===== config.mk =====
export PLATFORM = sky130hd
export DESIGN_NAME = park_transform_pipe
export DESIGN_NICKNAME = d
export VERILOG_FILES = /design/src/rtl/foc_pkg.sv /design/src/rtl/park_sincos_lut.sv /design/src/rtl/park_transform_pipe.sv
export SDC_FILE = /design/constraint.sdc
export NUM_CORES = 2
export LEC_CHECK = 0
export ABC_AREA = 0
export CAP_MARGIN = 20
export CORE_MARGIN = 4
export CORE_UTILIZATION = 65
export DETAILED_ROUTE_END_ITERATION = 8
export GPL_TIMING_DRIVEN = 0
export PLACE_DENSITY = 0.83
export SYNTH_ARGS = -nofsm -noshare
export SYNTH_HDL_FRONTEND = slang
export SYNTH_SLANG_ARGS = --single-unit

===== constraint.sdc =====
create_clock -name clk -period 8.2 [get_ports clk]
set_clock_uncertainty 0.1 [all_clocks]
set_input_delay 1.64 -clock clk [delete_from_list [all_inputs] [get_ports clk]]
set_output_delay 1.64 -clock clk [all_outputs]
set_load 0.005 [all_outputs]

===== src/rtl/foc_pkg.sv =====
`default_nettype none
// ============================================================================
// Module   : foc_pkg
// Purpose  : Shared Q1.15 widths, rounding constant, quadrant encoding and
//            the 64-segment quarter-wave sine table for the FOC datapath.
// Revision : 1.0 - initial release
// ============================================================================
package foc_pkg;

    localparam int Q15_W      = 16;
    localparam int Q15_FRAC   = 15;
    localparam int PROD_W     = 2 * Q15_W;
    localparam int SUM_W      = PROD_W + 1;
    localparam int LUT_AW_MAX = 6;

    localparam logic signed [Q15_W-1:0] Q15_MAX   = 16'sh7FFF;
    localparam logic signed [Q15_W-1:0] Q15_MIN   = 16'sh8000;
    localparam logic        [Q15_W-1:0] ROUND_Q15 = 16'h4000;

    // theta[15:14]: which quarter of the electrical revolution
    typedef enum logic [1:0] {
        QUAD_I   = 2'd0,
        QUAD_II  = 2'd1,
        QUAD_III = 2'd2,
        QUAD_IV  = 2'd3
    } quad_t;

    // round(32767*sin(k*pi/128)), k = 0..64; +1.0 saturates to 32767
    function automatic logic [14:0] sin_q15_table(input logic [LUT_AW_MAX:0] k);
        logic [14:0] t;
        t = '0;
        case (k)
            7'd0:  t = 15'd0;     7'd1:  t = 15'd804;   7'd2:  t = 15'd1608;  7'd3:  t = 15'd2410;
            7'd4:  t = 15'd3212;  7'd5:  t = 15'd4011;  7'd6:  t = 15'd4808;  7'd7:  t = 15'd5602;
            7'd8:  t = 15'd6393;  7'd9:  t = 15'd7179;  7'd10: t = 15'd7962;  7'd11: t = 15'd8739;
            7'd12: t = 15'd9512;  7'd13: t = 15'd10278; 7'd14: t = 15'd11039; 7'd15: t = 15'd11793;
            7'd16: t = 15'd12539; 7'd17: t = 15'd13279; 7'd18: t = 15'd14010; 7'd19: t = 15'd14732;
            7'd20: t = 15'd15446; 7'd21: t = 15'd16151; 7'd22: t = 15'd16846; 7'd23: t = 15'd17530;
            7'd24: t = 15'd18204; 7'd25: t = 15'd18868; 7'd26: t = 15'd19519; 7'd27: t = 15'd20159;
            7'd28: t = 15'd20787; 7'd29: t = 15'd21403; 7'd30: t = 15'd22005; 7'd31: t = 15'd22594;
            7'd32: t = 15'd23170; 7'd33: t = 15'd23731; 7'd34: t = 15'd24279; 7'd35: t = 15'd24811;
            7'd36: t = 15'd25329; 7'd37: t = 15'd25832; 7'd38: t = 15'd26319; 7'd39: t = 15'd26790;
            7'd40: t = 15'd27245; 7'd41: t = 15'd27683; 7'd42: t = 15'd28105; 7'd43: t = 15'd28510;
            7'd44: t = 15'd28898; 7'd45: t = 15'd29268; 7'd46: t = 15'd29621; 7'd47: t = 15'd29956;
            7'd48: t = 15'd30273; 7'd49: t = 15'd30571; 7'd50: t = 15'd30852; 7'd51: t = 15'd31113;
            7'd52: t = 15'd31356; 7'd53: t = 15'd31580; 7'd54: t = 15'd31785; 7'd55: t = 15'd31971;
            7'd56: t = 15'd32137; 7'd57: t = 15'd32285; 7'd58: t = 15'd32412; 7'd59: t = 15'd32521;
            7'd60: t = 15'd32609; 7'd61: t = 15'd32678; 7'd62: t = 15'd32728; 7'd63: t = 15'd32757;
            7'd64: t = 15'd32767;
            default: t = 15'd0;
        endcase
        return t;
    endfunction

endpackage
`default_nettype wire


===== src/rtl/park_sincos_lut.sv =====
`default_nettype none
// ============================================================================
// Module   : park_sincos_lut
// Purpose  : Two-read-port registered quarter-wave ROM. Maps quadrant+index
//            to signed Q1.15 sin and cos, one clock after the address.
//            Smaller tables (LUT_AW < 6) subsample the 64-segment table.
// Revision : 1.0 - initial release
// ============================================================================
module park_sincos_lut
    import foc_pkg::*;
#(
    parameter int LUT_AW = 6
)
(
    input  logic                    clk,
    input  logic                    rst,
    input  logic                    en,
    input  quad_t                   sin_quad,
    input  logic [LUT_AW-1:0]       sin_idx,
    input  quad_t                   cos_quad,
    input  logic [LUT_AW-1:0]       cos_idx,
    output logic signed [Q15_W-1:0] sin_q15,
    output logic signed [Q15_W-1:0] cos_q15
);

    localparam int N         = 1 << LUT_AW;
    localparam int STRIDE_SH = LUT_AW_MAX - LUT_AW;

    logic signed [Q15_W-1:0] r_sin;
    logic signed [Q15_W-1:0] r_cos;

    // Quadrants II/IV read the table mirrored, III/IV negate the magnitude
    function automatic logic signed [Q15_W-1:0] lookup(input quad_t quad,
                                                       input logic [LUT_AW-1:0] idx);
        logic [LUT_AW:0]         k;
        logic [LUT_AW_MAX:0]     k64;
        logic signed [Q15_W-1:0] mag;
        if (quad == QUAD_II || quad == QUAD_IV) begin
            k = (LUT_AW+1)'(N) - {1'b0, idx};
        end else begin
            k = {1'b0, idx};
        end
        k64 = (LUT_AW_MAX+1)'(k) << STRIDE_SH;
        mag = signed'({1'b0, sin_q15_table(k64)});
        return (quad == QUAD_III || quad == QUAD_IV) ? -mag : mag;
    endfunction

    // Registered read of both ports; holds while the pipe is stalled
    always_ff @(posedge clk) begin
        if (rst) begin
            r_sin <= '0;
            r_cos <= '0;
        end else if (en) begin
            r_sin <= lookup(sin_quad, sin_idx);
            r_cos <= lookup(cos_quad, cos_idx);
        end
    end

    assign sin_q15 = r_sin;
    assign cos_q15 = r_cos;

endmodule
`default_nettype wire


===== src/rtl/park_transform_pipe.sv =====
`default_nettype none
// ============================================================================
// Module   : park_transform_pipe
// Purpose  : 4-stage Park transform, i_d = a*cos + b*sin, i_q = b*cos - a*sin,
//            1 sample/clk with whole-pipe valid/ready stall.
//            Build option PARK_SAT_EN: clamp outputs instead of 16-bit wrap.
// Revision : 1.0 - initial release
// ============================================================================
module park_transform_pipe
    import foc_pkg::*;
#(
    parameter int LUT_AW = 6,
    parameter int DW     = 16
)
(
    input  logic                 clk,
    input  logic                 rst,
    input  logic                 in_valid,
    output logic                 in_ready,
    input  logic signed [DW-1:0] i_alpha,
    input  logic signed [DW-1:0] i_beta,
    input  logic [15:0]          theta,
    output logic                 out_valid,
    input  logic                 out_ready,
    output logic signed [DW-1:0] i_d,
    output logic signed [DW-1:0] i_q
);

    localparam int IDX_LSB = 14 - LUT_AW;

    logic                    w_stall;
    logic                    w_en;
    logic [15:0]             w_theta_cos;

    logic                    r1_valid;
    logic signed [DW-1:0]    r1_alpha, r1_beta;
    quad_t                   r1_sin_quad, r1_cos_quad;
    logic [LUT_AW-1:0]       r1_sin_idx, r1_cos_idx;

    logic                    r2_valid;
    logic signed [DW-1:0]    r2_alpha, r2_beta;
    logic signed [Q15_W-1:0] w_sin, w_cos;

    logic                    r3_valid;
    logic signed [PROD_W-1:0] r3_p_ac, r3_p_bs, r3_p_as, r3_p_bc;

    logic signed [SUM_W-1:0] w_sum_d, w_sum_q, w_rnd_d, w_rnd_q, w_shr_d, w_shr_q;
    logic signed [Q15_W-1:0] w_lim_d, w_lim_q;

    logic                    r4_valid;
    logic signed [DW-1:0]    r4_d, r4_q;
    logic                    w_unused;

    // A held output blocks every stage; bubbles travel like samples
    assign w_stall     = r4_valid & ~out_ready;
    assign w_en        = ~w_stall;
    assign in_ready    = w_en;
    assign w_theta_cos = theta + 16'h4000;

    // S1: capture operands and split both angles into quadrant/index
    always_ff @(posedge clk) begin
        if (rst) begin
            r1_valid    <= 1'b0;
            r1_alpha    <= '0;
            r1_beta     <= '0;
            r1_sin_quad <= QUAD_I;
            r1_cos_quad <= QUAD_I;
            r1_sin_idx  <= '0;
            r1_cos_idx  <= '0;
        end else if (w_en) begin
            r1_valid    <= in_valid;
            r1_alpha    <= i_alpha;
            r1_beta     <= i_beta;
            r1_sin_quad <= quad_t'(theta[15:14]);
            r1_cos_quad <= quad_t'(w_theta_cos[15:14]);
            r1_sin_idx  <= theta[13:IDX_LSB];
            r1_cos_idx  <= w_theta_cos[13:IDX_LSB];
        end
    end

    // S2: the ROM registers sin/cos; operands ride alongside
    park_sincos_lut #(
        .LUT_AW (LUT_AW)
    ) u_lut (
        .clk      (clk),
        .rst      (rst),
        .en       (w_en),
        .sin_quad (r1_sin_quad),
        .sin_idx  (r1_sin_idx),
        .cos_quad (r1_cos_quad),
        .cos_idx  (r1_cos_idx),
        .sin_q15  (w_sin),
        .cos_q15  (w_cos)
    );

    // S2 side-band: delay valid and operands to line up with the ROM output
    always_ff @(posedge clk) begin
        if (rst) begin
            r2_valid <= 1'b0;
            r2_alpha <= '0;
            r2_beta  <= '0;
        end else if (w_en) begin
            r2_valid <= r1_valid;
            r2_alpha <= r1_alpha;
            r2_beta  <= r1_beta;
        end
    end

    // S3: four Q2.30 products
    always_ff @(posedge clk) begin
        if (rst) begin
            r3_valid <= 1'b0;
            r3_p_ac  <= '0;
            r3_p_bs  <= '0;
            r3_p_as  <= '0;
            r3_p_bc  <= '0;
        end else if (w_en) begin
            r3_valid <= r2_valid;
            r3_p_ac  <= PROD_W'(r2_alpha) * PROD_W'(w_cos);
            r3_p_bs  <= PROD_W'(r2_beta)  * PROD_W'(w_sin);
            r3_p_as  <= PROD_W'(r2_alpha) * PROD_W'(w_sin);
            r3_p_bc  <= PROD_W'(r2_beta)  * PROD_W'(w_cos);
        end
    end

    // S4 combinational: 33-bit sums, round half up, back to Q1.15 scale
    always_comb begin
        w_sum_d = SUM_W'(r3_p_ac) + SUM_W'(r3_p_bs);
        w_sum_q = SUM_W'(r3_p_bc) - SUM_W'(r3_p_as);
        w_rnd_d = w_sum_d + SUM_W'(ROUND_Q15);
        w_rnd_q = w_sum_q + SUM_W'(ROUND_Q15);
        w_shr_d = w_rnd_d >>> Q15_FRAC;
        w_shr_q = w_rnd_q >>> Q15_FRAC;
    end

`ifdef PARK_SAT_EN
    // Clamp the scaled sums into the Q1.15 range
    always_comb begin
        w_lim_d = w_shr_d[Q15_W-1:0];
        w_lim_q = w_shr_q[Q15_W-1:0];
        if (w_shr_d > SUM_W'(Q15_MAX)) w_lim_d = Q15_MAX;
        else if (w_shr_d < SUM_W'(Q15_MIN)) w_lim_d = Q15_MIN;
        if (w_shr_q > SUM_W'(Q15_MAX)) w_lim_q = Q15_MAX;
        else if (w_shr_q < SUM_W'(Q15_MIN)) w_lim_q = Q15_MIN;
    end

    assign w_unused = ^{theta[IDX_LSB-1:0], w_theta_cos[IDX_LSB-1:0]};
`else
    // Two's-complement wrap; callers keep |a|,|b| small enough to avoid it
    assign w_lim_d  = w_shr_d[Q15_W-1:0];
    assign w_lim_q  = w_shr_q[Q15_W-1:0];
    assign w_unused = ^{theta[IDX_LSB-1:0], w_theta_cos[IDX_LSB-1:0],
                        w_shr_d[SUM_W-1:Q15_W], w_shr_q[SUM_W-1:Q15_W]};
`endif

    // S4: output register
    always_ff @(posedge clk) begin
        if (rst) begin
            r4_valid <= 1'b0;
            r4_d     <= '0;
            r4_q     <= '0;
        end else if (w_en) begin
            r4_valid <= r3_valid;
            r4_d     <= w_lim_d;
            r4_q     <= w_lim_q;
        end
    end

    assign out_valid = r4_valid;
    assign i_d       = r4_d;
    assign i_q       = r4_q;

endmodule
`default_nettype wire


## Word level (Yosys, flattened, before mapping)

Memories as Yosys holds them, arrays and structs flattened.
Index checks and enable logic that the tools add are counted.

- Equal/unequal tests: 6
- Reduce and logical (&&, ||, !) cells: 4
- Add/subtract/negate cells: 9
- Bitwise logic cells: 3
- Multiply operators: 4
- Muxes and demuxes: 12

Operators by type and width:

| cell | count |
|---|---|
| $mul A16 B16 Y31 | 4 |
| $add A31 B15 Y31 const B | 2 |
| $mux W15 | 4 |
| $mux W7 | 6 |
| $mux W16 | 2 |
| $neg A15 Y16 | 2 |
| $add A31 B31 Y31 | 1 |
| $sub A31 B31 Y31 | 1 |
| $add A16 B15 Y16 const B | 1 |
| $sub A7 B6 Y7 const A | 2 |
| $eq A2 B2 Y1 const B | 4 |
| $eq A2 B1 Y1 const B | 2 |
| $logic_or A1 B1 Y1 | 4 |
| $not A1 Y1 | 2 |
| $and A1 B1 Y1 | 1 |

- Output and inout port bits: 34
- Memories kept: 2
- Bits in read-only memories: 3840
- Input port bits: 52
- Register bits after elaboration: 272

Memories:

| memory | depth | width | read ports | clocked after memory_dff | wr ports | line | source |
|---|---|---|---|---|---|---|---|
| (name not given) | 128 | 15 | 1 | 0 | 0 | foc_pkg.sv:32 | `case (k)` |
| (name not given) | 128 | 15 | 1 | 0 | 0 | foc_pkg.sv:32 |  |

## Depth between registers and ports, before layout

An unclocked memory read counts as a cell.

- Word-level depth: 10
- Gate-level depth with buffers: 25

## Modules after synthesis

A second synthesis with hierarchy kept.

- Cell total of the unflattened synthesis: 6483
- Area, all modules: 55406.9 um2

By module, submodules not included:

| module | sequential area each (um2) | area an instance (um2) | times used | cells an instance |
|---|---|---|---|---|
| park_transform_pipe | 4684.5 | 48796.8 | 1 | 5511 |
| park_sincos_lut | 640.6 | 6610.1 | 1 | 972 |

## Worst setup path after synthesis

OpenSTA, ideal clock, no wires.

- Kind: register to register
- From: reg r2_beta[15]
- To: reg r3_p_bc[29]
- Stages on the path, launching flop included: 23
- Setup slack: 1865 ps
- Data required time: 8040 ps
- Arrival: 6176 ps
- Cell sequence: dfxtp_1 -> clkbuf_1 -> clkbuf_1 -> nand2_1 -> inv_1 -> fa_1 -> fa_1 -> fa_1 -> fa_1 -> fa_1 -> inv_1 -> fa_1 -> inv_1 -> ha_1 -> and3_1 -> nand2_1 -> nor2_1 -> a31oi_1 -> a311oi_1 -> a41o_1 -> or4b_2 -> o211ai_1 -> a22o_1

- Word-level cells in the longest chain between the ends: 1

Ends and longest elaborated chain:

| item | line | source |
|---|---|---|
| start, declared | park_transform_pipe.sv:41 | `logic signed [DW-1:0] r2_alpha, r2_beta;` |
| start signal, assigned | park_transform_pipe.sv:105 | `r2_beta <= r1_beta;` |
| $mul A16 B16 Y31 | park_transform_pipe.sv:122 | `r3_p_bc <= PROD_W'(r2_beta) * PROD_W'(w_cos);` |
| end signal, assigned | park_transform_pipe.sv:122 |  |
| end, declared | park_transform_pipe.sv:45 | `logic signed [PROD_W-1:0] r3_p_ac, r3_p_bs, r3_p_as, r3_p_bc;` |

No other way between the ends.
A chain may end at the register's enable or synchronous reset.

## Worst setup path after layout

- From: reg u_lut.r_cos[6], in the netlist u_lut.cos_q15[6]
- To: reg r3_p_bc[29]

- Word-level cells in the longest chain between the ends: 1

Ends and longest elaborated chain:

| item | line | source |
|---|---|---|
| start, declared | park_sincos_lut.sv:30 | `logic signed [Q15_W-1:0] r_cos;` |
| start signal, assigned | park_sincos_lut.sv:55 | `r_cos <= lookup(cos_quad, cos_idx);` |
| $mul A16 B16 Y31 | park_transform_pipe.sv:122 |  |

No other way between the ends.

==> flow_summary.yaml <==
global_routing:
  gr-usage-all-layers: 0.485
  antenna_found_initial: 30
  grt_max_degree: 16
  overflow: 0
  grt_first_pass_wirelength_mm: 317
  grt_pass1_vias: 49600
logic_synthesis:
  ys_types: 105
  synth_seq_cells: 266
  synthFlopType: "dfxtp_1"
  synth_cells: 6413
  yosys_warnings: 0
  seq_area_frac_synth: 0.0972
  syn_nets: 7943
  avgSynthCellArea_um2: 8.54
  synth_edf_count: 0
  async_flop_share: 0
  synth_area_um2: 54800
clocking:
  insertion_delay_ps: 600
  cts_hold_buf: 0
  cts_setup_buffers: 0
  cts-root-buf: "clkbuf_16"
  h-tree-depth: 1
  cts_buffers: 28
  cts.clk_slew.worst_paths_ps: 70
  clockBufferDepth: 3
  cts_resized: 9
  numClockSinks: 266
  cts_tree: "yes"
worst_hold_path:
  hold_end: "r3_p_as[24]$_SDFFE_PP0N_"
  hold_path_class: "register to register"
  min-delay-start: "r3_p_as[24]$_SDFFE_PP0N_"
  whs_path_depth: 2
detailed_routing:
  drt_wl_total_mm: 215
  routed_via_density: 6.32
  vias: 48300
  first_iter_violations: 6238
  drt.antenna.violating_nets: 0
  drc_errors: 0
  first_pass_iters: 8
  avgRoutedWirePerCell_um: 28.1
floorplanning:
  start_util: 0.656
  dieArea_um2: 89000
  die_w_um: 298
  core-area_um2: 83600
  die_y_um: 298
  num_io_pins: 86
  rows: 106
timing:
  setup_viol: 3
  max_slew_margin: 0.0942
  period_minus_slack_ps: 8290
  final_hold_viol_count: 0
  worst_pin_slew_ps: 1360
  min_period_over_period: 1.01
  max_freq_mhz: 121
  timing.hold.ws_ps: 352
  drv_slew: 0
  finalWorstSetupSlack_ps: -88.0
  grt_setup_unrepaired: "true"
final_layout:
  n_fill_cell: 6680
  final_common_cell: "inv_1"
  drive_above_1_share: 0.0346
  area_growth_pct: 6.14
  nNetsFinal: 8063
  layout_common_cells: "inv_1, fa_1, nand2_1"
setup_path:
  r2r_start: "u_lut.cos_q15[6]$_SDFFE_PP0N_"
  reg2reg_slack_ps: -90
  crit_fanout: 10
  startpoint_type: "register"
  cp_data_required_time_ps: 8640
  crit_path_end_kind: "register"
  reg2reg_depth: 20
  r2r_end: "r3_p_bc[29]$_SDFFE_PP0N_"
  critPathKind: "register to register"
  worstPathArrival_ps: 8720
job:
  max_cap_violations: 0
placed_design:
  gp_congestion: 1.05
  io_buffers: 77
  dp_hpwl_mm: 175
  dp_slack_ps: -336
power:
  powerDensity_nw_per_um2: 185
  vdd_drop_max_v: 0.000230
  power.leakage_nw: 28.6
status:
  outcome: "finished, violations left"
  violations: "setup timing"
-- worst max-delay path, stage by stage, from the launching register on --
cell	delay, ps
dfxtp_1	760
clkbuf_1	870
and2_1	280
fa_1	410
inv_1	80
fa_1	440
fa_1	430
fa_1	500
inv_1	60
fa_1	560
fa_1	430
ha_1	370
a21o_1	190
a21oi_1	350
o221ai_1	260
a31oi_1	480
a311oi_1	300
a41o_1	390
or4b_2	660
o211ai_1	160
a22o_1	160
-- flip-flops by register name, indices dropped and copies added, names as in the netlist --
signal / count
i_d: 16
i_q: 16
out_valid: 1
r1_alpha: 16
r1_beta: 16
r1_cos_quad: 2
r1_sin_idx: 6
r1_sin_quad: 2
r1_valid: 1
r2_alpha: 16
r2_beta: 16
r2_valid: 1
r3_p_ac: 31
r3_p_as: 31
r3_p_bc: 31
r3_p_bs: 31
r3_valid: 1
u_lut.cos_q15: 16
u_lut.sin_q15: 16
-- cell families (layout without fill, tap and decap cells) --
family,Yosys count,after routing,synth area share
and+or+nand+nor,1941,1941,0.169
buffers and inverters,1589,1729,0.112
adders and majority gates,1478,1478,0.478
AOI/OAI and AO/OA,907,907,0.106
DFF,266,266,0.0972
xor gates and xnor gates,212,212,0.0347
muxes,20,20,0.00377
other,0,14,0
-- cell usage after synthesis, types with 9 or more instances --
library cell / number / area [um^2]
o21bai_1: 21 / 158
a211oi_1: 51 / 383
o21a_1: 16 / 120
o31ai_1: 13 / 97.6
xnor2_1: 156 / 1370
xor2_1: 51 / 447
mux2i_1: 15 / 150
or3_1: 20 / 125
a21o_1: 54 / 405
nand2b_1: 50 / 313
nor2_1: 202 / 758
a21oi_1: 337 / 1690
clkbuf_1: 298 / 1120
buf_6: 9 / 101
ha_1: 454 / 5680
nand4_1: 14 / 87.6
fa_1: 1024 / 20500
a221oi_1: 13 / 114
dfxtp_1: 266 / 5330
o21ai_0: 170 / 851
nand2_1: 977 / 3670
buf_4: 10 / 75.1
buf_2: 43 / 215
nor2b_1: 18 / 113
nor3_1: 38 / 190
nor4_1: 9 / 56.3
o221ai_1: 11 / 96.3
o22ai_1: 14 / 87.6
and2_1: 482 / 3020
and3_1: 21 / 131
a31oi_1: 30 / 188
inv_1: 1217 / 4570
a22o_1: 13 / 114
o211ai_1: 32 / 240
a2111oi_0: 12 / 105
nand3_1: 64 / 320
-- layer usage --
layer / vias to the layer above / GRT usage / share of wire
met5: - / 0.0103 / 0.0020
met4: 26 / 0.371 / 0.10
met3: 985 / 0.181 / 0.15
met2: 3568 / 0.697 / 0.41
met1: 23700 / 0.592 / 0.34
li1: 20100 / - / -
-- power breakdown --
group,leakage [nW],internal [W],switching [W],total [W]
registers,2.20,0.00159,0.000335,0.00193
clock network,0.456,0.000737,0.000608,0.00135
logic,26.0,0.00267,0.00483,0.00749
-- through the flow --
step | utilization | power, W | instances | area (um^2) | setup TNS [ps]
finish | 0.696 | 0.0108 | 7647 | 58100 | -118
global route | 0.695 | 0.0113 | 7633 | 58100 | -64.2
CTS | 0.694 | 0.0104 | 7628 | 58000 | 0
detailed placement | 0.682 | 0.00905 | 7578 | 57000 | -579
global placement | 0.681 | 0.00889 | 7570 | 56900 | -265
floorplan | - | 0.00633 | 6413 | 54800 | 0
-- cell type report --
class / instances / area (um^2) / share of cell area
Sequential cell: 266 / 5330 / 0.0917
Clock buffer: 38 / 778 / 0.0134
Multi-Input combinational cell: 4558 / 43300 / 0.746
Buffer: 364 / 1570 / 0.0270
Timing Repair Buffer: 91 / 976 / 0.0168
Inverter: 1224 / 4590 / 0.0790
Tap cell: 1080 / 1350 / 0.0232
Antenna cell: 14 / 35.0 / 0.000603
Clock inverter: 12 / 155 / 0.00267
-- worst max-delay path by stage --
| stage | slack (ps) | from | end | cells past startpoint |
|---|---|---|---|---|
| finish | -90 | u_lut.cos_q15[6]$_SDFFE_PP0N_ | r3_p_bc[29]$_SDFFE_PP0N_ | 20 |
| global route | -60 | u_lut.sin_q15[14]$_SDFFE_PP0N_ | r3_p_as[28]$_SDFFE_PP0N_ | 23 |
| CTS | 20 | u_lut.cos_q15[7]$_SDFFE_PP0N_ | r3_p_ac[28]$_SDFFE_PP0N_ | 24 |
| detailed placement | -340 | u_lut.cos_q15[14]$_SDFFE_PP0N_ | r3_p_ac[29]$_SDFFE_PP0N_ | 22 |
| global placement | -210 | u_lut.cos_q15[14]$_SDFFE_PP0N_ | r3_p_ac[29]$_SDFFE_PP0N_ | 22 |
| floorplan | 1860 | r2_beta[15]$_SDFFE_PP0N_ | r3_p_bc[29]$_SDFFE_PP0N_ | 22 |
No activity file was read; power rests on OpenSTA's default activity.
